--- config.mk ---
export PLATFORM = sky130hd
export DESIGN_NAME = imem_port_arbiter
export DESIGN_NICKNAME = d
export VERILOG_FILES = /design/src/rtl/imem_arb_pkg.sv /design/src/rtl/imem_port_arbiter_arb_rr_select.sv /design/src/rtl/imem_port_arbiter.sv
export SDC_FILE = /design/constraint.sdc
export NUM_CORES = 1
export LEC_CHECK = 0
export ABC_AREA = 1
export BUFFER_PORTS_ARGS = -buffer_cell sky130_fd_sc_hd__clkbuf_2
export CORE_MARGIN = 3
export CORE_UTILIZATION = 41
export DETAILED_ROUTE_END_ITERATION = 16
export GPL_TIMING_DRIVEN = 0
export PLACE_DENSITY = 0.86
export SLEW_MARGIN = 20
export SYNTH_ARGS = -nofsm -noshare
export SYNTH_HDL_FRONTEND = slang
export SYNTH_HIERARCHICAL = 1
export SYNTH_SLANG_ARGS = --single-unit
--- constraint.sdc ---
create_clock -name clk -period 3.65 [get_ports clk]
set_clock_uncertainty 0.2 [all_clocks]
set_input_delay 0.1825 -clock clk [delete_from_list [all_inputs] [get_ports clk]]
set_output_delay 0.1825 -clock clk [all_outputs]
set_load 0.005 [all_outputs]
--- src/rtl/imem_arb_pkg.sv ---
// Shared types for the instruction-memory port arbiter.
// Optional round-robin tie-break: IMEM_ARB_ROUND_ROBIN_EN.
package imem_arb_pkg;

  localparam int NUM_MASTERS = 2;

  typedef enum logic [1:0] {
    IDLE = 2'd0,
    REQ  = 2'd1,
    RESP = 2'd2
  } arb_state_e;

  typedef logic master_idx_t;

  function automatic logic [NUM_MASTERS-1:0] idx2oh(
    input master_idx_t idx
  );
    idx2oh = '0;
    idx2oh[idx] = 1'b1;
  endfunction

endpackage

--- src/rtl/imem_port_arbiter_arb_rr_select.sv ---
// Winner pick for the two-master arbiter.
// IMEM_ARB_ROUND_ROBIN_EN selects round-robin ties, else fixed priority.
module arb_rr_select
  import imem_arb_pkg::*;
(
  input  logic [1:0]  req_i,
  input  master_idx_t last_i,
  output master_idx_t winner_o
);

`ifdef IMEM_ARB_ROUND_ROBIN_EN
  always_comb begin
    winner_o = 1'b0;
    unique case (1'b1)
      (&req_i): winner_o = ~last_i;
      req_i[1]: winner_o = 1'b1;
      default:  winner_o = 1'b0;
    endcase
  end
`else
  logic unused_last;
  assign unused_last = last_i;

  // Master 0 always wins; master 1 only when alone.
  assign winner_o = ~req_i[0];
`endif

endmodule

--- src/rtl/imem_port_arbiter.sv ---
// Two-master arbiter in front of the instruction memory port.
// Tie-break policy set by IMEM_ARB_ROUND_ROBIN_EN (see arb_rr_select).
module imem_port_arbiter
  import imem_arb_pkg::*;
#(
  parameter int ADDR_WIDTH     = 8,
  parameter int DATA_WIDTH     = 32,
  parameter int TIMEOUT_CYCLES = 16
) (
  input  logic                    clk,
  input  logic                    rst,
  input  logic [1:0]              m_req_i,
  input  logic [2*ADDR_WIDTH-1:0] m_addr_i,
  output logic [1:0]              m_gnt_o,
  output logic [1:0]              m_rvalid_o,
  output logic [1:0]              m_err_o,
  output logic [DATA_WIDTH-1:0]   m_rdata_o,
  output logic                    s_req_o,
  output logic [ADDR_WIDTH-1:0]   s_addr_o,
  input  logic                    s_gnt_i,
  input  logic                    s_rvalid_i,
  input  logic [DATA_WIDTH-1:0]   s_rdata_i,
  output logic                    busy_o
);

  localparam int CNT_W =
    (TIMEOUT_CYCLES > 1) ? $clog2(TIMEOUT_CYCLES) : 1;
  localparam int TO_LAST =
    (TIMEOUT_CYCLES > 0) ? TIMEOUT_CYCLES - 1 : 0;

  arb_state_e       state_q, state_d;
  master_idx_t      owner_q, owner_d;
  master_idx_t      last_q, last_d;
  master_idx_t      winner;
  logic [CNT_W-1:0] cnt_q, cnt_d;
  logic [1:0]       own_oh;
  logic             to_hit;

  arb_rr_select u_sel (
    .req_i    (m_req_i),
    .last_i   (last_q),
    .winner_o (winner)
  );

  assign own_oh = idx2oh(owner_q);
  assign to_hit = (TIMEOUT_CYCLES != 0) &&
                  (cnt_q == CNT_W'(TO_LAST));
  assign busy_o = (state_q != IDLE);

  always_ff @(posedge clk or posedge rst) begin
    if (rst) begin
      state_q <= IDLE;
      owner_q <= 1'b0;
      last_q  <= 1'b1;
      cnt_q   <= '0;
    end else begin
      state_q <= state_d;
      owner_q <= owner_d;
      last_q  <= last_d;
      cnt_q   <= cnt_d;
    end
  end

  always_comb begin
    state_d    = state_q;
    owner_d    = owner_q;
    last_d     = last_q;
    cnt_d      = cnt_q;
    s_req_o    = 1'b0;
    s_addr_o   = '0;
    m_gnt_o    = '0;
    m_rvalid_o = '0;
    m_err_o    = '0;
    m_rdata_o  = rst ? '0 : s_rdata_i;
    unique case (state_q)
      IDLE: begin
        if (|m_req_i) begin
          owner_d = winner;
          state_d = REQ;
        end
      end
      REQ: begin
        // Request stays up even if the owner drops req.
        s_req_o  = 1'b1;
        s_addr_o = owner_q ? m_addr_i[2*ADDR_WIDTH-1:ADDR_WIDTH]
                           : m_addr_i[ADDR_WIDTH-1:0];
        if (s_gnt_i) begin
          m_gnt_o = own_oh;
          last_d  = owner_q;
          cnt_d   = '0;
          state_d = RESP;
        end
      end
      RESP: begin
        cnt_d = cnt_q + 1'b1;
        if (s_rvalid_i) begin
          m_rvalid_o = own_oh;
          state_d    = IDLE;
        end else if (to_hit) begin
          m_rvalid_o = own_oh;
          m_err_o    = own_oh;
          m_rdata_o  = '0;
          state_d    = IDLE;
        end
      end
      default: state_d = IDLE;
    endcase
  end

endmodule
# Word level (Yosys, flattened, before mapping)
# Cells that the tools add are included.
# totals
inputBits	54
n_memories	0
regBits	7
rom_bits	0
ram_bits	0
latch_bits	0
# op_classes
shift	0
n_mux	23
n_reduce_logical	8
mul	0
n_eq_ne	6
n_lt_le_gt_ge	2
bitwise_logic	1
n_addsub	1
div_mod_pow	0
# op_table
cell	n
two-way mux 32 bit	4
two-way mux 2 bit	11
two-way mux 8 bit	2
one-hot mux 4 bit (2 select lines)	1
one-hot mux 2 bit (3 select lines)	1
adder 4 x 1 -> 4 bit, second input constant	1
equality test 4 bit, second input constant	1
two-way mux 4 bit	1
inequality test 2 bit, second input constant	2
AND reduction 2 bit	2
nonzero test 2 bit	2
inequality test 3 bit, second input constant	1
AND reduction 3 bit	1
equality test 2 x 1 -> 1 bit, second input constant	1
equality test 2 bit, second input constant	1
zero test 2 bit	1
less-than comparator 1 x 2 -> 1 bit, second input constant	1
two-way mux 1 bit	2
OR reduction 2 bit	1
demux 1 bit (select 1 bit)	1
>= comparator 1 bit, second input constant	1
logical AND 1 bit	1
inverter 1 bit	1

# Depth between registers and ports, before layout
# Gate-level depths: netlist of run 1.
# logic_depth
word_depth	7
depth_mapped	6
ltp_nobuf	6

# By module
# The synthesis of run 1 kept the hierarchy.
# modules_own_cells
mod	area_each_um2	seq_area_each_um2	cells_each	n_inst
imem_port_arbiter	1158.6	201.4	159	1
arb_rr_select	3.8	0.0	1	1

# Least setup slack after synthesis of run 1
# No wires, ideal clock.
# synth_path
kind	register to output
start	reg cnt_q[0]
end	out m_rdata_o[20]
n_path_buf	1
path_stages_with_launch	6
arrival_ps	1094
slack_ps	2174
cell_sequence	dfrtp_1 ha_1 nand2_2 nor2_8 buf_12 a31oi_1
# synth_via
elab_chain_len	4
# synth_rtl
element	line_no	rtl
start: declaration	imem_port_arbiter.sv:35	logic [CNT_W-1:0] cnt_q, cnt_d;
start signal: assignment	imem_port_arbiter.sv:60	cnt_q <= cnt_d;
equality test 4 bit	imem_port_arbiter.sv:47	(cnt_q == CNT_W'(TO_LAST));
two-way mux 32 bit	imem_port_arbiter.sv:99	end else if (to_hit) begin
two-way mux 32 bit	imem_port_arbiter.sv:96	if (s_rvalid_i) begin
two-way mux 32 bit	imem_port_arbiter.sv:75	unique case (state_q)
end: declaration	imem_port_arbiter.sv:17	output logic [DATA_WIDTH-1:0] m_rdata_o,
# No other way between the ends.

# Final worst setup path of run 1
# layout_path
start	in rst
end	out m_rdata_o[1]
# layout_via
elab_chain_len	4
# layout_rtl
element	line_no	rtl
start: declaration	imem_port_arbiter.sv:11	input logic rst,
two-way mux 32 bit *	imem_port_arbiter.sv:74	m_rdata_o = rst ? '0 : s_rdata_i;
two-way mux 32 bit	imem_port_arbiter.sv:99	
two-way mux 32 bit	imem_port_arbiter.sv:96	
two-way mux 32 bit *	imem_port_arbiter.sv:75	
# Every way passes the cells marked *; elsewhere a longest branch is shown, timed or not.

==> results of run 1 <==
-- stage by stage --
stage / util, % / std cells / worst slack (ns)
2_1_floorplan: - / 157 / 2.17
3_3_place_gp: 65.6 / 288 / 1.99
3_5_place_dp: 65.6 / 288 / 2.00
4_1_cts: 67.5 / 294 / 1.55
5_1_grt: 67.5 / 294 / 1.46
6_report: 67.5 / 294 / 1.58
-- per-layer routing --
metal	wire, um	global-route usage (%)	share of wire [%]	vias to the layer above
li1	-	-	-	756
met1	1260	22.1	39	610
met2	1610	31.7	50	73
met3	348	3.51	11	2
met4	19	3.97	0.59	0
met5	0	0	0	-
-- final timing paths --
check	end	cells past startpoint	slack [ns]	from
setup reg to reg	cnt_q[2]$_DFFE_PP0P_	4	2.30	cnt_q[0]$_DFFE_PP0P_
max in group asynchronous	state_q[1]$_DFFE_PP0P_	4	2.59	rst
setup / recovery	m_rdata_o[1]	7	1.58	rst
min in group asynchronous	cnt_q[3]$_DFFE_PP0P_	4	0.42	rst
hold / removal	owner_q$_DFFE_PP0P_	4	-0.002	m_req_i[0]
hold reg to reg	cnt_q[3]$_DFFE_PP0P_	2	0.33	cnt_q[3]$_DFFE_PP0P_
-- power by group --
group          internal (mW)  total, mW  leakage (nW)  switching, mW
registers              0.112      0.148        0.0910         0.0356
logic                  0.194      0.460         0.863          0.266
clock network         0.0418     0.0711        0.0150         0.0293
total                  0.348      0.679         0.969          0.331
-- registers in the layout, summed over array words and instances, names as in the netlist --
| register | count |
|---|---|
| owner_q | 1 |
| cnt_q | 4 |
| state_q | 2 |
-- final cells by class --
class / instances / area, um2
clock buffer: 4 / 26.3
inverter: 10 / 37.5
tap: 30 / 37.5
multi-input combinational: 125 / 767
buffer: 15 / 148
sequential: 7 / 175
fill: 225 / 828
timing repair buffer: 103 / 526
-- worst max-delay path, stage by stage --
cell and delay [ns]:
sky130_fd_sc_hd__dlygate4sd3_1 0.54, sky130_fd_sc_hd__clkbuf_2 0.10, sky130_fd_sc_hd__inv_1 0.12, sky130_fd_sc_hd__buf_2 0.32
sky130_fd_sc_hd__nand2_1 0.14, sky130_fd_sc_hd__a31oi_4 0.15, sky130_fd_sc_hd__clkbuf_2 0.13
-- repair_timing --
item | 4_1_cts | 5_1_grt
hold buffers | 2 | 0
hold endpoints to repair | 8 | 0
endpoints found under the setup margin | 0 | 0
==> out/qor.json, run 1 <==
{
  "layout": {
    "layout-area-overhead-vs-synth_pct": 52.3,
    "layout.cells.most_common": "sky130_fd_sc_hd__clkbuf_2",
    "insertedDiodeCount": 0,
    "finish.net_count": 320,
    "finalInstanceArea_mm2": 0.00172,
    "most-common-layout-cells": "101 x sky130_fd_sc_hd__clkbuf_2, 56 x sky130_fd_sc_hd__nand2_1, 15 x sky130_fd_sc_hd__a31oi_2, 14 x sky130_fd_sc_hd__a31oi_1, 9 x sky130_fd_sc_hd__buf_2",
    "drive_above_1_share_pct": 56.1
  },
  "timing": {
    "finalHoldViolCount": 1,
    "grt_setup_unrepaired": "false",
    "setup_violations": 0,
    "tightestPinTransition_ns": 0.315,
    "totalNegativeSetupSlack_ns": 0,
    "final_count_of_pins_violating_max_slew": 0,
    "achievable-frequency_ghz": 0.484,
    "slew_headroom_pct": 79.0,
    "finalWorstPathRequiredPeriod_ns": 2.07,
    "timing.hold.ws_ns": -0.00218,
    "final_min_period_over_clock_period_pct": 56.6
  },
  "setup_path": {
    "criticalPathCategory": "in2out",
    "crit_required_ns": 3.27,
    "critPathMaxFanout": 16,
    "arrival_ns": 1.68,
    "worst_setup_path_end_kind": "output port",
    "worstSetupStartpointType": "primary input"
  },
  "placement": {
    "io_buffer_count": 101,
    "place.detailed.hpwl_um": 2630,
    "post_dp_cell_area_mm2": 0.00167,
    "gp_congestion": 0.754
  },
  "drt": {
    "detail_route.wl_per_cell_um": 11.0,
    "drtPass1Iterations": 4,
    "postRouteAntennaNets": 0,
    "detailroute.via_count": 1441,
    "routed_via_density": 4.90,
    "wirelength_um": 3240,
    "first_iter_violations": 64,
    "number_of_remaining_drc_errors": 0
  },
  "run_status": {
    "violations": "hold timing",
    "status": "finished with violations"
  },
  "clocking": {
    "post_cts_buffers": 0,
    "tritoncts": "yes",
    "worst_skew_pair.late_latency_ns": 0.25,
    "ctsHtreeMaxLevel": 1,
    "cts_buffer_depth": 2,
    "clock-sinks": 7,
    "cts_repair_resize_count": 0,
    "tritoncts.num_buffers": 3,
    "clk_pin_slew_ns": 0.05,
    "cts_root_buf": "sky130_fd_sc_hd__clkbuf_4"
  },
  "grt": {
    "aggregate_global_routing_overflow": 0,
    "gr-usage-all-layers_pct": 17.9,
    "grt_max_degree": 17,
    "wire_length_of_the_first_global_routing_pass_um": 4970,
    "grt_pass1_vias": 1175,
    "grt_antenna_before_repair": 0
  },
  "pwr": {
    "report.power.total_mw": 0.679,
    "power_density_mw_per_mm2": 395,
    "power_leakage_nw": 0.969,
    "vdd_ir_drop_max_uv": 398
  },
  "synth": {
    "synthesis.area_per_instance_um2": 7.18,
    "syn_nets": 212,
    "synth_warnings": 6,
    "synthesis.area_mm2": 0.00113,
    "synth_cells": 157
  },
  "floorplan": {
    "chipHeight_um": 58.4,
    "ioPinCount": 102,
    "core_region_area_mm2": 0.00254,
    "die_area_mm2": 0.00341,
    "floorplan.die.width_um": 58.4,
    "fp-row-count": 18,
    "initial_utilization_pct": 44.3
  },
  "min_path": {
    "worstHoldPathType": "in2reg"
  },
  "run": {
    "max_cap_viol_count": 0
  }
}
Note: power is estimated with default switching activity, not from simulation.
==> run 2, diff against run 1 <==
CORE_UTILIZATION = 38   (was 41)
PLACE_DENSITY = 0.81   (was 0.86)
clock period = 2.1 ns   (was 3.65 ns; I/O delays follow)
==> out/qor.json, run 2 (synthesis gave the netlist of run 1 again) <==
{
  "run_status": {
    "status": "completed"
  },
  "pwr": {
    "power.share.clock_pct": 10.3,
    "switchingPower_mw": 0.586,
    "power_frac_seq_pct": 21.2,
    "internal_power_mw": 0.620,
    "power_frac_comb_pct": 68.5,
    "power_leakage_nw": 0.978,
    "switching_share_pct": 48.6,
    "power_density_mw_per_mm2": 694,
    "vdd_ir_drop_max_uv": 655
  },
  "grt": {
    "wire_length_of_the_first_global_routing_pass_um": 4570,
    "grt_max_degree": 17,
    "aggregate_global_routing_overflow": 0,
    "grt_antenna_before_repair": 0,
    "grt_pass1_vias": 1047,
    "gr-usage-all-layers_pct": 15.9
  },
  "drt": {
    "wirelength_um": 3240,
    "first_iter_violations": 43,
    "detail_route.wl_per_cell_um": 10.9,
    "route.met3.wl_um": 368,
    "detailroute.via_count": 1447,
    "postRouteAntennaNets": 0,
    "drtPass1Iterations": 4,
    "number_of_remaining_drc_errors": 0,
    "routed_via_density": 4.87,
    "m1WireLength_um": 1310,
    "dr_wl_met2_um": 1520,
    "uppermost_metal_layer_occupied_by_signal_nets": "met4"
  },
  "clocking": {
    "post_cts_buffers": 0,
    "tritoncts.num_buffers": 3,
    "worst_skew_pair.late_latency_ns": 0.25,
    "ctsHtreeMaxLevel": 1,
    "cts_buffer_depth": 2,
    "clk_pin_slew_ns": 0.05,
    "cts_repair_resize_count": 0,
    "post_cts_hold_buffer_count": 4,
    "tritoncts": "yes",
    "clock-sinks": 7,
    "cts_root_buf": "sky130_fd_sc_hd__clkbuf_4"
  },
  "setup_path": {
    "worstSetupStartpointType": "primary input",
    "worst_setup_path_end_kind": "output port",
    "arrival_ns": 1.61,
    "criticalPathCategory": "in2out",
    "crit_required_ns": 1.79,
    "critPathMaxFanout": 16
  },
  "timing": {
    "setup_violations": 0,
    "grt_setup_unrepaired": "false",
    "final_min_period_over_clock_period_pct": 91.0,
    "finalHoldViolCount": 0,
    "tightestPinTransition_ns": 0.310,
    "finalWorstPathRequiredPeriod_ns": 1.91,
    "slew_headroom_pct": 79.3,
    "final_count_of_pins_violating_max_slew": 0,
    "achievable-frequency_ghz": 0.523,
    "totalNegativeSetupSlack_ns": 0
  },
  "layout": {
    "layout.cells.most_common": "sky130_fd_sc_hd__clkbuf_2",
    "final_util_pct": 62.5,
    "largest_register_ffs": 4,
    "drive_above_1_share_pct": 55.6,
    "layout-area-overhead-vs-synth_pct": 54.2,
    "insertedDiodeCount": 0,
    "largest-register": "cnt_q",
    "most-common-layout-cells": "101 x sky130_fd_sc_hd__clkbuf_2, 56 x sky130_fd_sc_hd__nand2_1, 15 x sky130_fd_sc_hd__a31oi_2, 14 x sky130_fd_sc_hd__a31oi_1, 9 x sky130_fd_sc_hd__buf_2",
    "reg.largest.list": "cnt_q (4), state_q (2), owner_q (1)",
    "finish.net_count": 322
  },
  "run": {
    "max_cap_viol_count": 0
  },
  "floorplan": {
    "fp-row-count": 19,
    "initial_utilization_pct": 40.5,
    "ioPinCount": 102,
    "core_region_area_mm2": 0.00278,
    "die_area_mm2": 0.00366,
    "floorplan.die.width_um": 60.5,
    "chipHeight_um": 60.5
  },
  "placement": {
    "place.detailed.hpwl_um": 2570,
    "gp_congestion": 0.727,
    "io_buffer_count": 101
  },
  "min_path": {
    "worstHoldPathType": "in2reg"
  }
}
-- run 2: final timing paths --
check	endpoint	slack [ns]	depth (start not counted)	startpoint
max in group asynchronous	cnt_q[3]$_DFFE_PP0P_	1.12	4	rst
worst max register to register	state_q[0]$_DFFE_PP0P_	0.41	4	state_q[0]$_DFFE_PP0P_
min in group asynchronous	cnt_q[2]$_DFFE_PP0P_	0.35	4	rst
worst max-delay path	m_rdata_o[1]	0.19	7	rst
worst min register to register	cnt_q[3]$_DFFE_PP0P_	0.33	2	cnt_q[3]$_DFFE_PP0P_
worst min-delay path	owner_q$_DFFE_PP0P_	0.05	4	m_req_i[1]
-- run 2: area by class of cell --
class	count	area, um2
Buffer	15	148
Clock buffer	4	26.3
Fill cell	263	1040
Inverter	10	37.5
Multi-Input combinational cell	125	767
Sequential cell	7	175
Tap cell	31	38.8
Timing Repair Buffer	105	546
-- run 2: worst max-delay path, cell delays in order --
cell and delay, ns:
sky130_fd_sc_hd__dlygate4sd3_1 0.54, sky130_fd_sc_hd__clkbuf_2 0.10, sky130_fd_sc_hd__inv_1 0.12, sky130_fd_sc_hd__buf_2 0.32
sky130_fd_sc_hd__nand2_1 0.14, sky130_fd_sc_hd__a31oi_4 0.15, sky130_fd_sc_hd__clkbuf_2 0.12
-- run 2: power groups by stage --
stage	logic (mW)	clock network, mW	registers [mW]
floorplan	0.550	0	0.246
global placement	0.798	0	0.256
detailed placement	0.808	0	0.258
CTS	0.832	0.126	0.256
global route	0.931	0.131	0.267
finish	0.826	0.124	0.255
-- run 2: through the flow --
stage | power [mW] | hold slack [ns] | instance area, um2 | setup WS, ns | instances
after detailed placement | 1.07 | 0.0648 | 1670 | 0.528 | 289
after CTS | 1.21 | 0.0306 | 1740 | 0.157 | 297
after global placement | 1.05 | 0.0602 | 1670 | 0.545 | 289
final | 1.21 | 0.0473 | 1740 | 0.190 | 297
after floorplan | 0.795 | -0.104 | 1130 | 0.701 | 157
after global routing | 1.33 | 0.0964 | 1740 | 0.0696 | 297
-- run 2: layer usage --
| layer | global-route usage [%] | vias to the layer above |
|---|---|---|
| li1 | - | 761 |
| met1 | 20.1 | 616 |
| met2 | 26.5 | 66 |
| met3 | 2.98 | 4 |
| met4 | 6.50 | 0 |
| met5 | 0 | - |
==> run 3, diff against run 2 <==
RECOVER_POWER = 100   (was default)
==> out/qor.json, run 3 (synthesis gave the netlist of run 1 again) <==
{
  "drt": {
    "route.met3.wl_um": 368,
    "routed_via_density": 4.87,
    "detail_route.wl_per_cell_um": 11.1,
    "postRouteAntennaNets": 0,
    "drtPass1Iterations": 4,
    "dr_wl_met2_um": 1540,
    "first_iter_violations": 53,
    "detailroute.via_count": 1445,
    "wirelength_um": 3290,
    "uppermost_metal_layer_occupied_by_signal_nets": "met4",
    "number_of_remaining_drc_errors": 0,
    "m1WireLength_um": 1340
  },
  "setup_path": {
    "crit_path_frequent_cell": "sky130_fd_sc_hd__clkbuf_2",
    "cp_top_family": "buffers and inverters",
    "worstReg2RegStart": "state_q[1]$_DFFE_PP0P_",
    "worstPathBufferInverterCount": 5,
    "ff2ff_path_depth": 4,
    "cpMaxStageDelayCell": "sky130_fd_sc_hd__dlygate4sd3_1",
    "criticalPathCategory": "in2out",
    "critPathMaxFanout": 16,
    "arrival_ns": 1.61,
    "crit_required_ns": 1.79,
    "worst_setup_path_end_kind": "output port",
    "rr_endpoint": "state_q[0]$_DFFE_PP0P_",
    "timing.critical_path.cells": "dlygate4sd3_1, clkbuf_2, inv_1, buf_2, nand2_1, a31oi_4, clkbuf_2",
    "largest_incremental_delay_on_the_critical_path_ns": 0.54,
    "regToRegSetupSlack_ns": 0.33,
    "worstSetupStartpointType": "primary input"
  },
  "timing": {
    "tightestPinTransition_ns": 0.354,
    "final_min_period_over_clock_period_pct": 91.0,
    "achievable-frequency_ghz": 0.523,
    "final_count_of_pins_violating_max_slew": 0,
    "grt_setup_unrepaired": "false",
    "slew_headroom_pct": 76.3,
    "totalNegativeSetupSlack_ns": 0,
    "setup_violations": 0,
    "finalWorstPathRequiredPeriod_ns": 1.91,
    "finalHoldViolCount": 0
  },
  "grt": {
    "grt_antenna_before_repair": 0,
    "aggregate_global_routing_overflow": 0,
    "grt_max_degree": 17,
    "grt_pass1_vias": 1047,
    "wire_length_of_the_first_global_routing_pass_um": 4570,
    "gr-usage-all-layers_pct": 15.9
  },
  "min_path": {
    "hold_crit_depth": 4,
    "min_from": "m_req_i[1]",
    "hold_path_end": "owner_q$_DFFE_PP0P_",
    "worstHoldPathType": "in2reg"
  },
  "layout": {
    "final_util_pct": 60.8,
    "layout-area-overhead-vs-synth_pct": 50.1,
    "most-common-layout-cells": "80 x sky130_fd_sc_hd__clkbuf_2, 59 x sky130_fd_sc_hd__nand2_1, 21 x sky130_fd_sc_hd__clkbuf_1, 16 x sky130_fd_sc_hd__a31oi_1, 13 x sky130_fd_sc_hd__a31oi_2",
    "insertedDiodeCount": 0,
    "largest-register": "cnt_q",
    "layout.cells.most_common": "sky130_fd_sc_hd__clkbuf_2",
    "largest_register_ffs": 4,
    "reg.largest.list": "cnt_q (4), state_q (2), owner_q (1)",
    "filler_cell_count": 278,
    "drive_above_1_share_pct": 45.1,
    "finish.net_count": 322
  },
  "clocking": {
    "post_cts_buffers": 0,
    "clk_pin_slew_ns": 0.05,
    "cts_buffer_depth": 2,
    "ctsHtreeMaxLevel": 1,
    "post_cts_hold_buffer_count": 4,
    "tritoncts": "yes",
    "cts_root_buf": "sky130_fd_sc_hd__clkbuf_4",
    "tritoncts.num_buffers": 3,
    "clock-sinks": 7,
    "worst_skew_pair.late_latency_ns": 0.25,
    "cts_repair_resize_count": 0
  },
  "floorplan": {
    "ioPinCount": 102,
    "core_region_area_mm2": 0.00278,
    "floorplan.die.width_um": 60.5,
    "initial_utilization_pct": 40.5,
    "die_area_mm2": 0.00366,
    "fp-row-count": 19,
    "chipHeight_um": 60.5
  },
  "pwr": {
    "power.share.clock_pct": 10.6,
    "power_leakage_nw": 0.909,
    "switching_share_pct": 49.0,
    "power_density_mw_per_mm2": 691,
    "power_frac_comb_pct": 67.9,
    "switchingPower_mw": 0.573,
    "vdd_ir_drop_max_uv": 606,
    "power_frac_seq_pct": 21.5,
    "internal_power_mw": 0.596
  },
  "run_status": {
    "status": "completed"
  },
  "placement": {
    "gp_congestion": 0.727,
    "place.detailed.hpwl_um": 2570,
    "io_buffer_count": 101
  },
  "run": {
    "max_cap_viol_count": 0
  }
}
-- run 3: cell types whose count changed in the layout (fill, tap and decap cells not counted), sizes merged --
cell | previous run | this run
buf | 15 | 16
clkbuf | 105 | 104
-- run 3: layout make-up --
| cell class | count | area (um2) | area share (%) |
|---|---|---|---|
| plain buffers | 15 | 148 | 8.73 |
| clock buffers | 4 | 26.3 | 1.55 |
| inverters | 10 | 37.5 | 2.22 |
| multi-input cells | 125 | 747 | 44.2 |
| flip-flops and latches | 7 | 175 | 10.4 |
| well taps | 31 | 38.8 | 2.29 |
| repair buffers | 105 | 519 | 30.7 |
-- run 3: how the worst max path moves through the flow --
stage                                start            end  depth (start not counted)
floorplan             cnt_q[0]$_DFFE_PP0P_  m_rdata_o[20]                          5
global placement      cnt_q[0]$_DFFE_PP0P_  m_rdata_o[26]                          6
detailed placement    cnt_q[0]$_DFFE_PP0P_  m_rdata_o[15]                          6
CTS                                    rst   m_rdata_o[1]                          7
global route        state_q[1]$_DFFE_PP0P_     m_gnt_o[0]                          6
finish                                 rst   m_rdata_o[1]                          7
-- run 3: power groups by stage --
stage	Clock, mW	Combinational, mW	Sequential (mW)
2_1_floorplan	0	0.550	0.246
5_1_grt	0.131	0.897	0.262
3_5_place_dp	0	0.808	0.258
3_3_place_gp	0	0.798	0.256
6_report	0.124	0.793	0.251
4_1_cts	0.126	0.832	0.256
-- run 3: per-stage QoR --
step / std cells / instance area [um2] / total power, mW / setup slack (ns) / hold slack [ns]
6_report: 297 / 1690 / 1.17 / 0.190 / 0.0467
5_1_grt: 297 / 1690 / 1.29 / 0.0539 / 0.0964
4_1_cts: 297 / 1740 / 1.21 / 0.157 / 0.0306
3_5_place_dp: 289 / 1670 / 1.07 / 0.528 / 0.0648
3_3_place_gp: 289 / 1670 / 1.05 / 0.545 / 0.0602
2_1_floorplan: 157 / 1130 / 0.795 / 0.701 / -0.104
-- run 3: per-layer routing --
metal,GRT usage [%],vias up
met5,0,-
met2,26.5,66
li1,-,759
met3,2.98,4
met4,6.50,0
met1,20.1,616
-- run 3: tightest hold or removal path: cells and delay by family --
| kind | cells | cell delay (ns) |
|---|---|---|
| simple gates | 1 | 0.07 |
| compound gates | 2 | 0.19 |
| buf+inv | 1 | 0.07 |
